File: src/rtl/int8_mac_instr_pkg.sv
// Shared encodings for the INT8 MAC custom-0 instructions and the dispatch opcode type.
package int8_mac_instr_pkg;

    localparam logic [6:0] OPCODE_CUSTOM0 = 7'b0001011;

    localparam logic [2:0] F3_MAC8_ACC = 3'b000;
    localparam logic [2:0] F3_MAC8     = 3'b001;
    localparam logic [2:0] F3_MUL8     = 3'b010;
    localparam logic [2:0] F3_CLIP8    = 3'b011;

    typedef enum logic [2:0] {
        MAC8_ACC = 3'd0,
        MAC8     = 3'd1,
        MUL8     = 3'd2,
        CLIP8    = 3'd3,
        ILLEGAL  = 3'd7
    } opcode_t;

    // Anything outside custom-0 with funct7 == 0 and a known funct3 maps to ILLEGAL.
    function automatic opcode_t decode(input logic [31:0] instr);
        opcode_t op;
        op = ILLEGAL;
        if (instr[6:0] == OPCODE_CUSTOM0 && instr[31:25] == 7'd0) begin
            case (instr[14:12])
                F3_MAC8_ACC: op = MAC8_ACC;
                F3_MAC8:     op = MAC8;
                F3_MUL8:     op = MUL8;
                F3_CLIP8:    op = CLIP8;
                default:     op = ILLEGAL;
            endcase
        end
        return op;
    endfunction

endpackage

File: src/rtl/int8_mac_result_fifo.sv
// Power-of-two result buffer between the MAC return port and core writeback.
module int8_mac_result_fifo #(
    parameter int WIDTH = 8,
    parameter int DEPTH = 4
) (
    input  logic                     clk_i,
    input  logic                     rst_ni,
    input  logic                     push_i,
    input  logic [WIDTH-1:0]         push_data_i,
    input  logic                     pop_i,
    output logic [WIDTH-1:0]         head_o,
    output logic [$clog2(DEPTH):0]   count_o
);
    localparam int PTR_W = $clog2(DEPTH);

    logic [WIDTH-1:0] mem [DEPTH];
    logic [PTR_W-1:0] wr_ptr;
    logic [PTR_W-1:0] rd_ptr;

    always_ff @(posedge clk_i) begin
        if (push_i) begin
            mem[wr_ptr] <= push_data_i;
        end
    end

    // Pointers wrap naturally because DEPTH is a power of two.
    always_ff @(posedge clk_i) begin
        if (!rst_ni) begin
            wr_ptr  <= '0;
            rd_ptr  <= '0;
            count_o <= '0;
        end else begin
            if (push_i) begin
                wr_ptr <= wr_ptr + 1'b1;
            end
            if (pop_i) begin
                rd_ptr <= rd_ptr + 1'b1;
            end
            case ({push_i, pop_i})
                2'b10:   count_o <= count_o + 1'b1;
                2'b01:   count_o <= count_o - 1'b1;
                default: count_o <= count_o;
            endcase
        end
    end

    assign head_o = mem[rd_ptr];

endmodule

File: src/rtl/int8_mac_issue_unit.sv
// Decodes INT8 MAC instructions, dispatches them to the MAC unit under a credit
// and per-id busy scheme, and buffers returned results for in-order writeback.
module int8_mac_issue_unit
    import int8_mac_instr_pkg::*;
#(
    parameter int XLEN     = 32,
    parameter int DEPTH    = 4,
    parameter int ID_W     = 3,
    parameter int HARTID_W = 2
) (
    input  logic                clk_i,
    input  logic                rst_ni,

    input  logic                issue_valid_i,
    output logic                issue_ready_o,
    input  logic [31:0]         instr_i,
    input  logic [XLEN-1:0]     rs1_i,
    input  logic [XLEN-1:0]     rs2_i,
    input  logic [XLEN-1:0]     rd_val_i,
    input  logic [HARTID_W-1:0] hartid_i,
    input  logic [ID_W-1:0]     id_i,
    output logic                issue_accept_o,

    output logic [XLEN-1:0]     mac_rs1_o,
    output logic [XLEN-1:0]     mac_rs2_o,
    output logic [XLEN-1:0]     mac_rd_o,
    output opcode_t             mac_opcode_o,
    output logic [HARTID_W-1:0] mac_hartid_o,
    output logic [ID_W-1:0]     mac_id_o,
    output logic [4:0]          mac_rd_addr_o,

    input  logic [XLEN-1:0]     mac_result_i,
    input  logic                mac_valid_i,
    input  logic                mac_we_i,
    input  logic [4:0]          mac_rd_addr_i,
    input  logic [HARTID_W-1:0] mac_hartid_i,
    input  logic [ID_W-1:0]     mac_id_i,

    output logic                result_valid_o,
    input  logic                result_ready_i,
    output logic [XLEN-1:0]     result_data_o,
    output logic [4:0]          result_rd_o,
    output logic                result_we_o,
    output logic [HARTID_W-1:0] result_hartid_o,
    output logic [ID_W-1:0]     result_id_o,

    output logic                tag_error_o
);
    localparam int CNT_W   = $clog2(DEPTH) + 1;
    localparam int NUM_IDS = 2 ** ID_W;
    localparam int ENTRY_W = XLEN + 1 + 5 + HARTID_W + ID_W;
    localparam logic [CNT_W:0] DEPTH_L = (CNT_W + 1)'(DEPTH);

    opcode_t              opcode;
    logic                 legal;
    logic                 fire;
    logic                 dispatch;
    logic                 push;
    logic                 pop;
    logic                 inflight;
    logic                 post_reset;
    logic [NUM_IDS-1:0]   id_busy;
    logic [NUM_IDS-1:0]   busy_next;
    logic [CNT_W-1:0]     count;
    logic [CNT_W:0]       occupancy;
    logic [ENTRY_W-1:0]   head;

    assign opcode = decode(instr_i);
    assign legal  = (opcode != ILLEGAL);

    // The single inflight slot holds a credit so a returning result always has room.
    assign occupancy      = {1'b0, count} + (CNT_W + 1)'(inflight);
    assign issue_ready_o  = (occupancy < DEPTH_L) && !id_busy[id_i];
    assign issue_accept_o = issue_valid_i && legal;
    assign fire           = issue_valid_i && issue_ready_o;
    assign dispatch       = fire && legal;

    assign push           = mac_valid_i && !post_reset;
    assign result_valid_o = (count != '0);
    assign pop            = result_valid_o && result_ready_i;

    always_comb begin
        mac_rs1_o     = '0;
        mac_rs2_o     = '0;
        mac_rd_o      = '0;
        mac_opcode_o  = ILLEGAL;
        mac_hartid_o  = '0;
        mac_id_o      = '0;
        mac_rd_addr_o = '0;
        if (dispatch) begin
            mac_rs1_o     = rs1_i;
            mac_rs2_o     = rs2_i;
            mac_rd_o      = rd_val_i;
            mac_opcode_o  = opcode;
            mac_hartid_o  = hartid_i;
            mac_id_o      = id_i;
            mac_rd_addr_o = instr_i[11:7];
        end
    end

    // Retire-clear is applied before the dispatch-set so an id can be reused in the same cycle.
    always_comb begin
        busy_next = id_busy;
        if (pop) begin
            busy_next[result_id_o] = 1'b0;
        end
        if (dispatch) begin
            busy_next[id_i] = 1'b1;
        end
    end

    always_ff @(posedge clk_i) begin
        if (!rst_ni) begin
            inflight    <= 1'b0;
            id_busy     <= '0;
            tag_error_o <= 1'b0;
            post_reset  <= 1'b1;
        end else begin
            post_reset <= 1'b0;
            id_busy    <= busy_next;
            if (dispatch) begin
                inflight <= 1'b1;
            end else if (push) begin
                inflight <= 1'b0;
            end
            if (push && (!id_busy[mac_id_i] || !inflight)) begin
                tag_error_o <= 1'b1;
            end
        end
    end

    int8_mac_result_fifo #(
        .WIDTH (ENTRY_W),
        .DEPTH (DEPTH)
    ) u_fifo (
        .clk_i       (clk_i),
        .rst_ni      (rst_ni),
        .push_i      (push),
        .push_data_i ({mac_result_i, mac_we_i, mac_rd_addr_i, mac_hartid_i, mac_id_i}),
        .pop_i       (pop),
        .head_o      (head),
        .count_o     (count)
    );

    assign {result_data_o, result_we_o, result_rd_o, result_hartid_o, result_id_o} = head;

endmodule

File: config.mk
export PLATFORM = sky130hd
export DESIGN_NAME = int8_mac_issue_unit
export DESIGN_NICKNAME = d
export VERILOG_FILES = /design/src/rtl/int8_mac_instr_pkg.sv /design/src/rtl/int8_mac_result_fifo.sv /design/src/rtl/int8_mac_issue_unit.sv
export SDC_FILE = /design/constraint.sdc
export NUM_CORES = 1
export LEC_CHECK = 0
export ABC_AREA = 1
export BUFFER_PORTS_ARGS = -buffer_cell sky130_fd_sc_hd__buf_2
export CAP_MARGIN = 25
export CORE_MARGIN = 2
export CORE_UTILIZATION = 35
export DETAILED_ROUTE_END_ITERATION = 12
export PLACE_DENSITY_LB_ADDON = 0.25
export SETUP_SLACK_MARGIN = 0.5
export SYNTH_ARGS = -nofsm -noshare
export SYNTH_HDL_FRONTEND = slang
export SYNTH_SLANG_ARGS = --single-unit
File: constraint.sdc
create_clock -name clk_i -period 3.2 [get_ports clk_i]
set_input_delay 0.32 -clock clk_i [delete_from_list [all_inputs] [get_ports clk_i]]
set_output_delay 0.32 -clock clk_i [all_outputs]
set_load 0.03 [all_outputs]
==> implementation parameters <==
Parameter                              Value

Run status
  Outcome ... finished clean

Synth
  Unique masters post-synth ... 31
  Fraction of the mapped netlist area in compound gates ... 9.19%
  Synth warn ... 0
  #FFs+latches synth ... 192
  Mean instance size in the synthesized netlist ... roughly 11 µm²
  Share of synthesized area spent on multiplexers ... 0%
  Syn Nets ... 1007
  Simple-Gate Fraction of Synth Area ... roughly a fifth
  Sequential share of the synthesized area ... 59.8%
  Fraction of the mapped netlist area in adder cells ... less than 1%
  Post-synthesis share of cell area spent on xor and xnor gates ... 0%
  Cell area after synthesis ... 0.00931 mm²
  Combinational family with the most area after synthesis ... simple AND/OR/NAND/NOR gates
  Number of cells produced by synthesis ... 820

Clock network
  Number of buffers inserted during clock tree synthesis ... 17
  CTS HTree Levels ... 4
  Clock tree from TritonCTS ... done
  Clock net sink count ... 192
  Total setup buffers inserted after CTS ... 0
  Clock transition at the register clock pins on the worst setup and hold paths after CTS ... 0.08 ns
  Clock Root Buffer ... clkbuf_16
  Latest clock arrival within the worst-skew pair ... 0.42 ns
  Number of buffers on the longest clock path ... 2

Placed design
  Count of buffers from port buffering ... 326
  Routability congestion estimate ... 0.828
  Worst setup timing slack at the placement stage ... 0.724 ns
  Area of placed instances ... between 0.01 and 0.015 mm²
  HPWL after detailed placement ... 15.8 mm

GRT
  GRT Resource Usage Total ... about 16%
  Fraction of met3 tracks used by global routing ... 4.02%
  Global routing usage on met1 ... between 20% and 30%
  Met2 demand-to-capacity share in global routing ... 28.0%
  Number of global-route vias before repair ... 6573
  First-pass GRT wire length ... 35.5 mm
  Overall overflow remaining after global route ... 0
  GRT Max-Usage Layer ... met2
  Largest net degree at the start of global routing ... 89
  Number of antenna violations at the first check in global routing ... 2

Timing
  Time the final worst path needs with I/O delays and setup ... roughly 2.5 ns
  Final period utilization ... 77.8%
  Number of pins exceeding their max-slew limit in the final report ... 0
  Worst relative slew slack ... 57.8%
  Number of hold violations in the final report ... 0
  Max Clock Freq ... 0.402 GHz
  RSZ-0062 raised after global routing ... no
  Final setup margin ... roughly 0.71 ns
  Final Setup Violations ... 0
  Final sum of negative setup slack ... 0 ns
  Worst-case clock skew ... 0.0105 ns
  Worst Max-Slew Pin Slew ... 0.633 ns

Critical path
  Worst R2R Setup Slack ... 1.06 ns
  Source of the critical timing path ... u_fifo.count_o[1]$_SDFFE_PN0P_
  Data required time of the critical path ... 2.88 ns
  Data arrival time of the worst path ... 2.17 ns
  Launching element type of the critical path ... register
  Crit path max fanout ... 20
  CP Capture Point ... mac_rs2_o[26]
  End of the worst register-to-register path ... u_fifo.count_o[2]$_SDFFE_PN0P_
  Category of the critical setup timing path ... register to output port
  Number of cell instances on the worst register-to-register path ... 11
  Startpoint of the lowest-slack register-to-register path ... u_fifo.count_o[0]$_SDFFE_PN0P_
  Crit end category ... output port

Worst hold path
  Hold WC Path Type ... primary input to register
  Cell depth of the worst hold path ... 1

Die
  Core region area ... 0.0261 mm²
  Chip Width ... 167 µm
  Vertical die dimension ... 167 µm
  Starting density of the core ... between 30% and 40%
  IO Count ... 337
  Total Die Area ... 0.0279 mm²
  Std-Cell Rows ... 59

Cells and area
  Final layout net count ... 1328
  Layout overhead on the synthesized area ... 27.3%
  Register area ... 0.00557 mm²
  Share of the core filled with cells ... 45.5%
  Final-layout fill cell count ... 2499
  Ratio of cells with drive above 1 in the final layout ... 42.9%
  Finished layout cell area ... roughly 0.012 mm²
  Area of combinational cells with multiple inputs ... 0.00291 mm²

Flow run
  Count of maximum capacitance violations ... 0

Detailed routing
  Detailed router's first-iteration violation count ... 393
  Post-route antenna net violation count ... 0
  1st-pass router iterations ... 5
  Count of unresolved DRC violations after routing ... 0
  Via count ... 6747
  Drt via density ... 4.53
  Routed wire length ... between 20 and 25 mm
  Avg WL per Cell ... between 15 and 20 µm

Power and ir drop
  Comb pwr share ... 21.7%
  Part of the power in the clock network ... roughly a third
  Static leakage ... approximately 5.1 nW
  Switching power as a share of total power ... 31.8%
  Share of total power in sequential cells ... 45.7%
  Net switching power figure ... 1.97 mW
  Internal ... about 4.2 mW
  IR drop worst, VDD ... 0.000338 V
  Power per unit of standard cell area ... 522 mW/mm²
worst min path at each step:
| stage | start | to | slack, ns |
|---|---|---|---|
| detailed placement | tag_error_o$_SDFFE_PN0P_ | tag_error_o$_SDFFE_PN0P_ | 0.45 |
| global route | mac_result_i[20] | u_fifo.mem[2][31]$_DFFE_PP_ | 0.08 |
| CTS | mac_result_i[6] | u_fifo.mem[0][17]$_DFFE_PP_ | 0.08 |
| finish | mac_result_i[20] | u_fifo.mem[2][31]$_DFFE_PP_ | 0.11 |
| floorplan | mac_id_i[0] | u_fifo.mem[0][0]$_DFFE_PP_ | 0.42 |
| global placement | tag_error_o$_SDFFE_PN0P_ | tag_error_o$_SDFFE_PN0P_ | 0.44 |
cells by family after synthesis:
kind of cell / Yosys count
and+or+nand+nor: 281
DFF: 192
buffers and inverters: 181
AOI/OAI and AO/OA: 160
adders and majority gates: 6
worst max-delay path, stage by stage (launching register included):
cell and delay [ns]:
dfxtp_1 0.33, nand3_1 0.08, nand2_1 0.05, inv_1 0.10, nand3_4 0.10, nor2_8 0.24, nand2_8 0.19, buf_4 0.28
nor2_4 0.14, buf_2 0.22
sequential cells by signal (all words and copies together) (netlist names), named ones only:
name / cells
post_reset: 1
u_fifo.count_o: 3
tag_error_o: 1
u_fifo.rd_ptr: 2
id_busy: 8
u_fifo.mem: 172
u_fifo.wr_ptr: 2
inflight: 1
per-stage QoR:
step / power (mW) / instances / hold WS, ns
4_1_cts: 6.27 / 1488 / 0.0772
3_3_place_gp: 4.22 / 1456 / 0.444
2_1_floorplan: 3.76 / 820 / 0.419
6_report: 6.18 / 1491 / 0.105
3_5_place_dp: 4.24 / 1456 / 0.447
5_1_grt: 6.49 / 1489 / 0.0788
cells in the final DEF, fill, tap and decap left out, types with 6 or more instances in the layout:
master / netlist / layout
edfxtp_1: 172 / 172
nand2_1: 40 / 40
buf_2: 4 / 326
nor2_1: 106 / 102
inv_1: 132 / 132
buf_12: 11 / 6
nand3_1: 14 / 14
o21ai_0: 92 / 92
dfxtp_1: 20 / 19
nor2_4: 100 / 104
a21oi_1: 20 / 20
nand4_1: 9 / 9
clkbuf_16: 0 / 17
o22ai_1: 40 / 40
buf_4: 0 / 10
o21ai_1: 6 / 6
layout make-up:
cell class                      instances  area share [%]
Sequential cell                       192            47.0
Multi-Input combinational cell        448            24.6
Antenna cell                            2          0.0422
Inverter                              139            4.52
Clock buffer                           18            3.62
Tap cell                              335            3.54
Clock inverter                         14            1.25
Timing Repair Buffer                  343            15.5
layer usage:
metal / wire, µm / vias up
met5: 14 / -
met4: 244 / 2
met3: 1530 / 19
met2: 11300 / 193
met1: 9820 / 3165
li1: - / 3368
Yosys cell counts, drive strengths merged:
master | n | area share (%)
nor2 | 207 | 17
edfxtp | 172 | 55
inv | 137 | 5.5
o21ai | 98 | 5.3
nand2 | 44 | 2.0
o22ai | 40 | 2.7
clkbuf | 23 | 0.93
a21oi | 20 | 1.1
dfxtp | 20 | 4.3
buf | 19 | 2.8
nand3 | 17 | 1.2
nand4 | 9 | 0.60
ha | 5 | 0.67
o211ai | 2 | 0.16
or2 | 2 | 0.13
and3 | 1 | 0.067
bufinv | 1 | 0.19
clkinv | 1 | 0.040
fa | 1 | 0.22
nand3b | 1 | 0.12
what timing repair did:
item	in CTS	in global routing
hold buffers	0	0
setup endpoints to repair	0	58
gates resized for setup	0	1
power by group through the flow:
stage	Clock, mW	Sequential (mW)	Combinational (mW)
floorplan	0	2.88	0.882
global route	2.18	2.83	1.48
detailed placement	0	2.88	1.36
CTS	2.09	2.82	1.36
global placement	0	2.88	1.34
finish	2.02	2.82	1.34
Power figures use the tool's default switching activity.
